===== src/rtl/rom_read_arbiter_if.sv =====
// Bus bundle for rom_read_arbiter: pass control, per-lane request inputs,
// ROM strobe/address, FIFO write strobes and status.
interface rom_read_arbiter_if #(
  parameter int unsigned array_size = 9,
  parameter int unsigned addr_width = 20
);
  logic                             start;
  logic                             enable;
  logic [array_size-1:0]            lane_req;
  logic [array_size-1:0]            lane_full;
  logic [array_size-1:0]            lane_last;
  logic [array_size*addr_width-1:0] lane_addr;
  logic [addr_width-1:0]            rom_addr;
  logic                             rom_en;
  logic [array_size-1:0]            grant;
  logic [array_size-1:0]            write_enable_out;
  logic                             busy;
  logic                             completed;
  logic [1:0]                       state;

  modport slave (
    input  start, enable, lane_req, lane_full, lane_last, lane_addr,
    output rom_addr, rom_en, grant, write_enable_out, busy, completed, state
  );

  modport master (
    output start, enable, lane_req, lane_full, lane_last, lane_addr,
    input  rom_addr, rom_en, grant, write_enable_out, busy, completed, state
  );
endinterface


===== src/rtl/rom_read_arbiter.sv =====
// Round-robin arbiter sharing one ROM read port between FIFO lanes; a tag
// pipeline turns each grant into a FIFO write strobe aligned with ROM data.
module rom_read_arbiter #(
  parameter int unsigned array_size  = 9,
  parameter int unsigned addr_width  = 20,
  parameter int unsigned rom_latency = 2
) (
  input  logic                clk,
  input  logic                reset,
  rom_read_arbiter_if.slave   bus
);

  localparam int unsigned PTR_W = (array_size > 1) ? $clog2(array_size) : 1;

  typedef enum logic [1:0] {
    IDLE  = 2'd0,
    ARB   = 2'd1,
    DRAIN = 2'd2,
    DONE  = 2'd3
  } state_e;

  state_e                 state_q, state_d;
  logic [array_size-1:0]  lane_done_q, lane_done_d;
  logic [array_size-1:0]  grant_q, grant_d;
  logic [addr_width-1:0]  rom_addr_q, rom_addr_d;
  logic                   rom_en_q, rom_en_d;
  logic                   completed_q, completed_d;
  logic [PTR_W-1:0]       ptr_q, ptr_d;
  logic [array_size-1:0]  tag_q [rom_latency];
  logic [array_size-1:0]  tag_d [rom_latency];

  logic [array_size-1:0]  eligible;
  logic                   found;
  logic [PTR_W-1:0]       sel;
  logic                   in_flight;

  // grant_q in the mask keeps a lane from being granted on back-to-back cycles.
  always_comb begin : select_p
    int unsigned idx;
    idx      = 0;
    found    = 1'b0;
    sel      = ptr_q;
    eligible = '0;
    if (state_q == ARB && bus.enable) begin
      eligible = bus.lane_req & ~bus.lane_full & ~lane_done_q & ~grant_q;
    end
    for (int unsigned i = 0; i < array_size; i++) begin
      idx = ptr_q + i;
      if (idx >= array_size) begin
        idx = idx - array_size;
      end
      if (!found && eligible[PTR_W'(idx)]) begin
        found = 1'b1;
        sel   = PTR_W'(idx);
      end
    end
  end

  // A word is still in flight if it sits in grant_q or any tag stage that
  // has not yet reached the output stage.
  always_comb begin
    in_flight = |grant_q;
    for (int unsigned i = 0; i + 1 < rom_latency; i++) begin
      in_flight = in_flight | (|tag_q[i]);
    end
  end

  always_comb begin
    tag_d[0] = grant_q;
    for (int unsigned i = 1; i < rom_latency; i++) begin
      tag_d[i] = tag_q[i-1];
    end
  end

  always_comb begin
    state_d     = state_q;
    lane_done_d = lane_done_q;
    completed_d = completed_q;
    ptr_d       = ptr_q;
    rom_addr_d  = rom_addr_q;
    rom_en_d    = 1'b0;
    grant_d     = '0;

    if (found) begin
      grant_d[sel]     = 1'b1;
      rom_en_d         = 1'b1;
      rom_addr_d       = bus.lane_addr[sel*addr_width +: addr_width];
      lane_done_d[sel] = bus.lane_last[sel];
      ptr_d            = (sel == PTR_W'(array_size - 1)) ? '0 : sel + 1'b1;
    end

    case (state_q)
      IDLE, DONE: begin
        if (bus.start) begin
          state_d     = ARB;
          lane_done_d = '0;
          completed_d = 1'b0;
        end
      end
      ARB: begin
        if (bus.enable && (&lane_done_q)) begin
          state_d = DRAIN;
        end
      end
      DRAIN: begin
        if (bus.enable && !in_flight) begin
          state_d     = DONE;
          completed_d = 1'b1;
        end
      end
      default: state_d = IDLE;
    endcase
  end

  always_ff @(posedge clk or negedge reset) begin
    if (!reset) begin
      state_q     <= IDLE;
      lane_done_q <= '0;
      completed_q <= 1'b0;
      ptr_q       <= '0;
      rom_addr_q  <= '0;
      rom_en_q    <= 1'b0;
      grant_q     <= '0;
      tag_q       <= '{default: '0};
    end else begin
      state_q     <= state_d;
      lane_done_q <= lane_done_d;
      completed_q <= completed_d;
      ptr_q       <= ptr_d;
      rom_addr_q  <= rom_addr_d;
      rom_en_q    <= rom_en_d;
      grant_q     <= grant_d;
      tag_q       <= tag_d;
    end
  end

  assign bus.rom_addr         = rom_addr_q;
  assign bus.rom_en           = rom_en_q;
  assign bus.grant            = grant_q;
  assign bus.write_enable_out = tag_q[rom_latency-1];
  assign bus.completed        = completed_q;
  assign bus.state            = state_q;
  assign bus.busy             = (state_q == ARB) || (state_q == DRAIN);

endmodule


===== src/flat_wrapper.sv =====
// flat-port wrapper written by rule: the top's interface ports become plain ports
module rom_read_arbiter_flat 
#(
  parameter int unsigned array_size  = 9,
  parameter int unsigned addr_width  = 20,
  parameter int unsigned rom_latency = 2
)
  (clk, reset, bus_start, bus_enable, bus_lane_req, bus_lane_full, bus_lane_last, bus_lane_addr, bus_rom_addr, bus_rom_en, bus_grant, bus_write_enable_out, bus_busy, bus_completed, bus_state);
  rom_read_arbiter_if #(.array_size(array_size), .addr_width(addr_width)) bus_i ();
  input  logic clk;
  input  logic reset;
  input wire logic [$bits(bus_i.start)-1:0] bus_start;
  input wire logic [$bits(bus_i.enable)-1:0] bus_enable;
  input wire logic [$bits(bus_i.lane_req)-1:0] bus_lane_req;
  input wire logic [$bits(bus_i.lane_full)-1:0] bus_lane_full;
  input wire logic [$bits(bus_i.lane_last)-1:0] bus_lane_last;
  input wire logic [$bits(bus_i.lane_addr)-1:0] bus_lane_addr;
  output wire logic [$bits(bus_i.rom_addr)-1:0] bus_rom_addr;
  output wire logic [$bits(bus_i.rom_en)-1:0] bus_rom_en;
  output wire logic [$bits(bus_i.grant)-1:0] bus_grant;
  output wire logic [$bits(bus_i.write_enable_out)-1:0] bus_write_enable_out;
  output wire logic [$bits(bus_i.busy)-1:0] bus_busy;
  output wire logic [$bits(bus_i.completed)-1:0] bus_completed;
  output wire logic [$bits(bus_i.state)-1:0] bus_state;
  assign bus_i.start = bus_start;
  assign bus_i.enable = bus_enable;
  assign bus_i.lane_req = bus_lane_req;
  assign bus_i.lane_full = bus_lane_full;
  assign bus_i.lane_last = bus_lane_last;
  assign bus_i.lane_addr = bus_lane_addr;
  assign bus_rom_addr = bus_i.rom_addr;
  assign bus_rom_en = bus_i.rom_en;
  assign bus_grant = bus_i.grant;
  assign bus_write_enable_out = bus_i.write_enable_out;
  assign bus_busy = bus_i.busy;
  assign bus_completed = bus_i.completed;
  assign bus_state = bus_i.state;
  rom_read_arbiter #(.array_size(array_size), .addr_width(addr_width), .rom_latency(rom_latency)) u_core (.clk(clk), .reset(reset), .bus(bus_i));
endmodule

===== config.mk =====
export PLATFORM = sky130hd
export DESIGN_NAME = rom_read_arbiter_flat
export DESIGN_NICKNAME = d
export VERILOG_FILES = /design/src/rtl/rom_read_arbiter_if.sv /design/src/rtl/rom_read_arbiter.sv /design/src/flat_wrapper.sv
export SDC_FILE = /design/constraint.sdc
export NUM_CORES = 1
export LEC_CHECK = 0
export CORE_ASPECT_RATIO = 1.5
export CORE_MARGIN = 4
export CORE_UTILIZATION = 48
export CTS_BUF_LIST = sky130_fd_sc_hd__clkbuf_4 sky130_fd_sc_hd__clkbuf_8 sky130_fd_sc_hd__clkbuf_16
export CTS_CLUSTER_SIZE = 28
export DETAILED_ROUTE_END_ITERATION = 12
export MAX_ROUTING_LAYER = met4
export PLACE_DENSITY = 0.93
export SLEW_MARGIN = 20
export SYNTH_ARGS = -nofsm -noshare
export SYNTH_HDL_FRONTEND = slang
export SYNTH_SLANG_ARGS = --single-unit

===== constraint.sdc =====
create_clock -name clk -period 7.53 [get_ports clk]
set_clock_uncertainty 0.05 [all_clocks]
set_input_delay 0.753 -clock clk [delete_from_list [all_inputs] [get_ports clk]]
set_output_delay 0.753 -clock clk [all_outputs]
set_load 0.1 [all_outputs]

**Word-level counts from Yosys, hierarchy flattened**

Cells that the tools add are included.

- Bits in latches: 0
- Word-level logic and storage cells: 157
- ROM bits: 0
- Output and inout bits: 43
- RAM bits: 0
- Flip-flop bits (word level): 64
- Input port bits: 211
- Memories: 0

- Divide/modulo/power cells: 0
- Eq/ne operators: 7
- Reductions and logical operators: 30
- Mux-type cells: 64
- Order comparisons: 20
- $add $sub $neg: 18
- Shifts and indexed selects: 1
- $mul: 1
- Bitwise logic cells: 7

Operators by type and width:

| kind | number |
|---|---|
| $shiftx A180 B10 Y20 | 1 |
| $mux W4 | 19 |
| $lt A4 B5 Y1 const B | 10 |
| $mux W9 | 5 |
| $bmux W1 S4 | 10 |
| $ge A5 B4 Y1 const B | 8 |
| $sub A4 B4 Y4 const B | 9 |
| $and A9 B9 Y9 | 3 |
| $not A9 Y9 | 3 |
| $mux W1 | 23 |
| $add A4 B3 Y5 const B | 4 |
| $reduce_or A9 Y1 | 2 |
| $logic_and A1 B1 Y1 | 12 |
| $add A4 B2 Y5 const B | 2 |
| $bwmux W9 | 1 |
| $logic_not A1 Y1 | 9 |
| $reduce_and A9 Y1 | 1 |
| $mul A4 B3 Y7 const B | 1 |
| $mux W2 | 3 |
| $pmux W2 S3 | 1 |
| $reduce_and A3 Y1 | 2 |
| $add A4 B1 Y5 const B | 1 |
| $add A4 B4 Y5 const B | 1 |
| $add A4 B1 Y4 const B | 1 |
| 14 further kinds | 16 |

**Logic depth before layout (Yosys ltp)**

- Depth after elaboration: 40
- Gate-level depth with buffers: 24
- Mapped depth without buffers: 19

**Worst setup path after synthesis**

OpenSTA, ideal clock, no wires.

- Path type: register to register
- Start: register u_core.ptr_q[0]
- End: register u_core.ptr_q[2]
- Clock period less this slack: 5.387 ns
- Stages on the path, launching flop included: 22
- Arrival: 5.218 ns
- Path slack: 2.143 ns
- Data required time: 7.361 ns
- Setup time: 0.119 ns
- Cell sequence: dfrtp_1 > buf_2 > inv_1 > clkbuf_1 > buf_1 > ha_1 > nor3b_1 > a221oi_1 > or3_1 > or4_1 > a31oi_1 > nand4_1 > nor4_1 > a211o_1 > a32o_1 > buf_4 > buf_4 > ha_1 > inv_1 > o211ai_1 > o211ai_1 > o21a_1

- Longest elaborated chain between the ends: 31
- Elaborated cells on any way between the ends: 90
- Those cells by class: add/sub (18); order compare (9); eq/ne (1); mux (46); reduce/logical (16)

Ends and longest elaborated chain:

| what | line | RTL |
|---|---|---|
| start, declared | rom_read_arbiter.sv:28 | `logic [PTR_W-1:0] ptr_q, ptr_d;` |
| start signal, assigned | rom_read_arbiter.sv:129 | `ptr_q <= ptr_d;` |
| parallel branches: the longest is 31 deep, another holds $add A4 B1 Y5 | n/a |  |

Several ways; the timed one is not identified. The select of a mux whose other input is x is not followed.
A chain may end at the register's enable or synchronous reset.

**Worst setup path in the final report**

- Start: register u_core.ptr_q[2]
- End: register u_core.rom_addr_q[14] (netlist: u_core.bus.rom_addr[14])

- Longest elaborated chain between the ends: 31
- Elaborated cells on any way between the ends: 89
- Those cells by class: add/sub (17); mul (1); order compare (9); shift (1); mux (45); reduce/logical (16)

Ends and longest elaborated chain:

| what | line | RTL |
|---|---|---|
| parallel branches: the longest is 31 deep, another holds $add A4 B1 Y5 | n/a |  |
| end signal, assigned | rom_read_arbiter.sv:130 | `rom_addr_q <= rom_addr_d;` |
| end, declared | rom_read_arbiter.sv:25 | `logic [addr_width-1:0] rom_addr_q, rom_addr_d;` |

Several ways; the timed one is not identified. The select of a mux whose other input is x is not followed.

==> summary.txt <==
Outcome
  – Status: complete, no violations

Layout
  – P&R area growth vs syn: 37.06%
  – Most used cells in the layout excluding fill and tap cells: 252 x clkdlybuf4s50_1, 128 x mux2i_1, 102 x nor2_1
  – Most common cell after layout, fill and taps aside: clkdlybuf4s50_1
  – Final net count: 1,429
  – Non-filler cells, final: 1,401
  – Ant. Diodes: 0
  – Share of cells above drive strength 1: 7.615%

Synthesis
  – Syn Area/Cell: 8.159 um2
  – Asr flop ratio synth: 100.0%
  – Post-Synthesis Cells: 975
  – Seq/Total Area, Yosys: 20.13%
  – Cell variety after synth: 93
  – Synthesized flop and latch total: 64
  – Synth Cell Area: 7955 um2
  – Net Count, Synth: around 1,200
  – Synth Flop Type: dfrtp_1
  – Post-synth EDFFs: 0
  – Yosys Warn Count: 0

CTS
  – Post-cts sizing count: 0
  – Post-CTS Setup Repair Bufs: 0
  – Clock H-tree levels: 3
  – CTS tree: done
  – CTS Buf Count: 9
  – Cts hold-fix bufs: 0
  – CTS max path bufs: 2
  – Clock tree sinks: 64
  – Clock Latency Late Sink: roughly 0.34 ns
  – Root buf cell: clkbuf_16
  – Clock-pin slew on the worst setup and hold paths: 0.06 ns

Global route
  – Pin count of the biggest net entering global routing: 68
  – First-pass GRT wire length: 51,540 um
  – Initial antenna violation count: 0
  – GR Util All Layers: 35.59%
  – Remaining global-route overflow: 0
  – Vias in the first global route: 9,564

STA
  – RSZ-0062 raised after global routing: no
  – Final min period: between 6 and 7 ns
  – Max-slew violations: 0
  – Setup_tns: 0 ns
  – Final critical-path share of the clock period: 85.68%
  – Setup-failing EPs final: 0
  – Final Hold Fails: 0
  – Worst-Margin Slew: between 1 and 1.5 ns
  – F_max: 155.0 MHz
  – Relative slew slack: between 20% and 30%

Critical path
  – R2r endpoint: u_core.bus.rom_addr[14]
  – CP max stage cell: dfrtp_1
  – Critical Path, Cell by Cell: inv_1, ha_1, a21oi_1, and3b_1, nor4_1, nor3_1, or4_1, a31oi_1, nand2_1, nor2_1, a32o_4, nand2b_1, nor2_1, a2111oi_2, nor2_1
  – Max incr delay on CP: about 0.77 ns
  – Reg2Reg Setup Slack: 1.08 ns
  – CP Max Fanout: 23
  – WS Path Type: reg -> reg
  – Worst Path Required: 7.69 ns
  – Reg2reg path depth: 15
  – Cell mode on critical path: nor2_1
  – CP endpoint kind: flop
  – RR Startpoint: u_core.ptr_q[2]
  – CP arrival: 6.61 ns
  – Startpoint Class: flop

Place
  – Port buffer count: 253
  – Dpl cells: between 1,000 and 1,500
  – Post-detail-place hpwl: 26,680 um
  – GPL Wtd Cong: 1.047

Job
  – Max-cap viol count: 0

Routing
  – Wire per inst: about 24 um
  – Post-DRT Antenna Nets: 0
  – DRT Pass-1 Iters: 5
  – DRC: 0
  – Initial detailed-routing violation count: 839
  – Total Wirelength: 33,870 um
  – DR vias/cell: 6.613
  – Total number of vias: 9,265

Floorplan
  – Starting Density: 48.92%
  – Die W: 113.1 um
  – Num ports: 254
  – Site Rows: 57
  – Die area: 18,740 um2
  – Die height: around 170 um
  – Core Region: between 15,000 and 20,000 um2

Worst hold path
  – HP Start: u_core.tag_d[7]
  – Hold Path Class: reg -> reg
  – Hold Path End: u_core.bus.write_enable_out[7]
  – Hold path cells: 0
-- cell families after synthesis --
logic type,Yosys count,share of synthesized area (%)
multiplexers,132,16.95
XOR/XNOR,12,1.416
buffers and inverters,92,5.709
adder cells (fa/ha/maj),28,4.404
AO/OA/AOI/OAI,298,28.85
AND/OR/NAND/NOR,349,22.54
flip-flops,64,20.13
-- worst max-delay path by stage --
stage                         start                 endpoint  slack, ns  cells after the start
finish              u_core.ptr_q[2]  u_core.bus.rom_addr[14]       1.08                     15
global route        u_core.ptr_q[2]  u_core.bus.rom_addr[14]       0.67                     16
CTS                 u_core.ptr_q[2]  u_core.bus.rom_addr[14]       1.24                     15
detailed placement  u_core.ptr_q[2]  u_core.bus.rom_addr[14]       1.25                     15
global placement         bus_enable  u_core.bus.rom_addr[19]       1.33                     15
floorplan           u_core.ptr_q[0]          u_core.ptr_q[2]       2.14                     21
-- routing by layer --
metal  global-route usage [%]  up-vias  routed length (um)
li1                         -     4180                   -
met1                    37.77     4356               11700
met2                    60.35      572               16890
met3                    5.876      157                2696
met4                    23.01        0                2583
met5                        -        -                   0
-- stage by stage --
step	instance area (um2)	hold WS [ns]	worst slack (ns)	utilization, %
after floorplan	7955	0.3040	2.143	-
after CTS	10900	0.3232	1.237	67.05
after global routing	10900	0.3426	0.6658	67.05
after global placement	10580	0.3081	1.333	65.04
final	10900	0.3243	1.078	67.05
after detailed placement	10580	0.3111	1.250	65.04
-- critical path: cells and delay by family (launching register included) --
kind / cells / cell delay [ns]
adder cells (fa/ha/maj): 1 / 0.39
buffers and inverters: 1 / 0.39
flip-flops: 1 / 0.77
AO/OA/AOI/OAI: 4 / 1.63
AND/OR/NAND/NOR: 9 / 3.07
-- cells in the mapped netlist, types with 17 or more instances --
cell type  number  area share (%)
dfrtp_1        64              20
o21ai_0        32             2.0
nor2_1        102             4.8
nor3_1         20             1.3
o22ai_1        23             1.8
a21oi_1        48             3.0
inv_1          18            0.85
nand2_1        78             3.7
buf_4          19             1.8
a2111oi_2      20             3.8
o211ai_1       20             1.9
ha_1           28             4.4
and3_1         19             1.5
nand3_1        17             1.1
buf_2          18             1.1
mux2i_1       128              16
clkbuf_1       32             1.5
-- layout make-up --
| class | instances | area (um2) |
|---|---|---|
| flip-flops and latches | 64 | 1602 |
| repair buffers | 276 | 2713 |
| inverters | 20 | 75.07 |
| clock inverters | 7 | 102.6 |
| clock buffers | 9 | 225.2 |
| multi-input cells | 819 | 5928 |
| fillers | 1298 | 5358 |
| well taps | 206 | 257.7 |
Power is left out: the tool's default activity adds up to more than one toggle a clock period on the data nets, which glitch-free logic cannot reach.
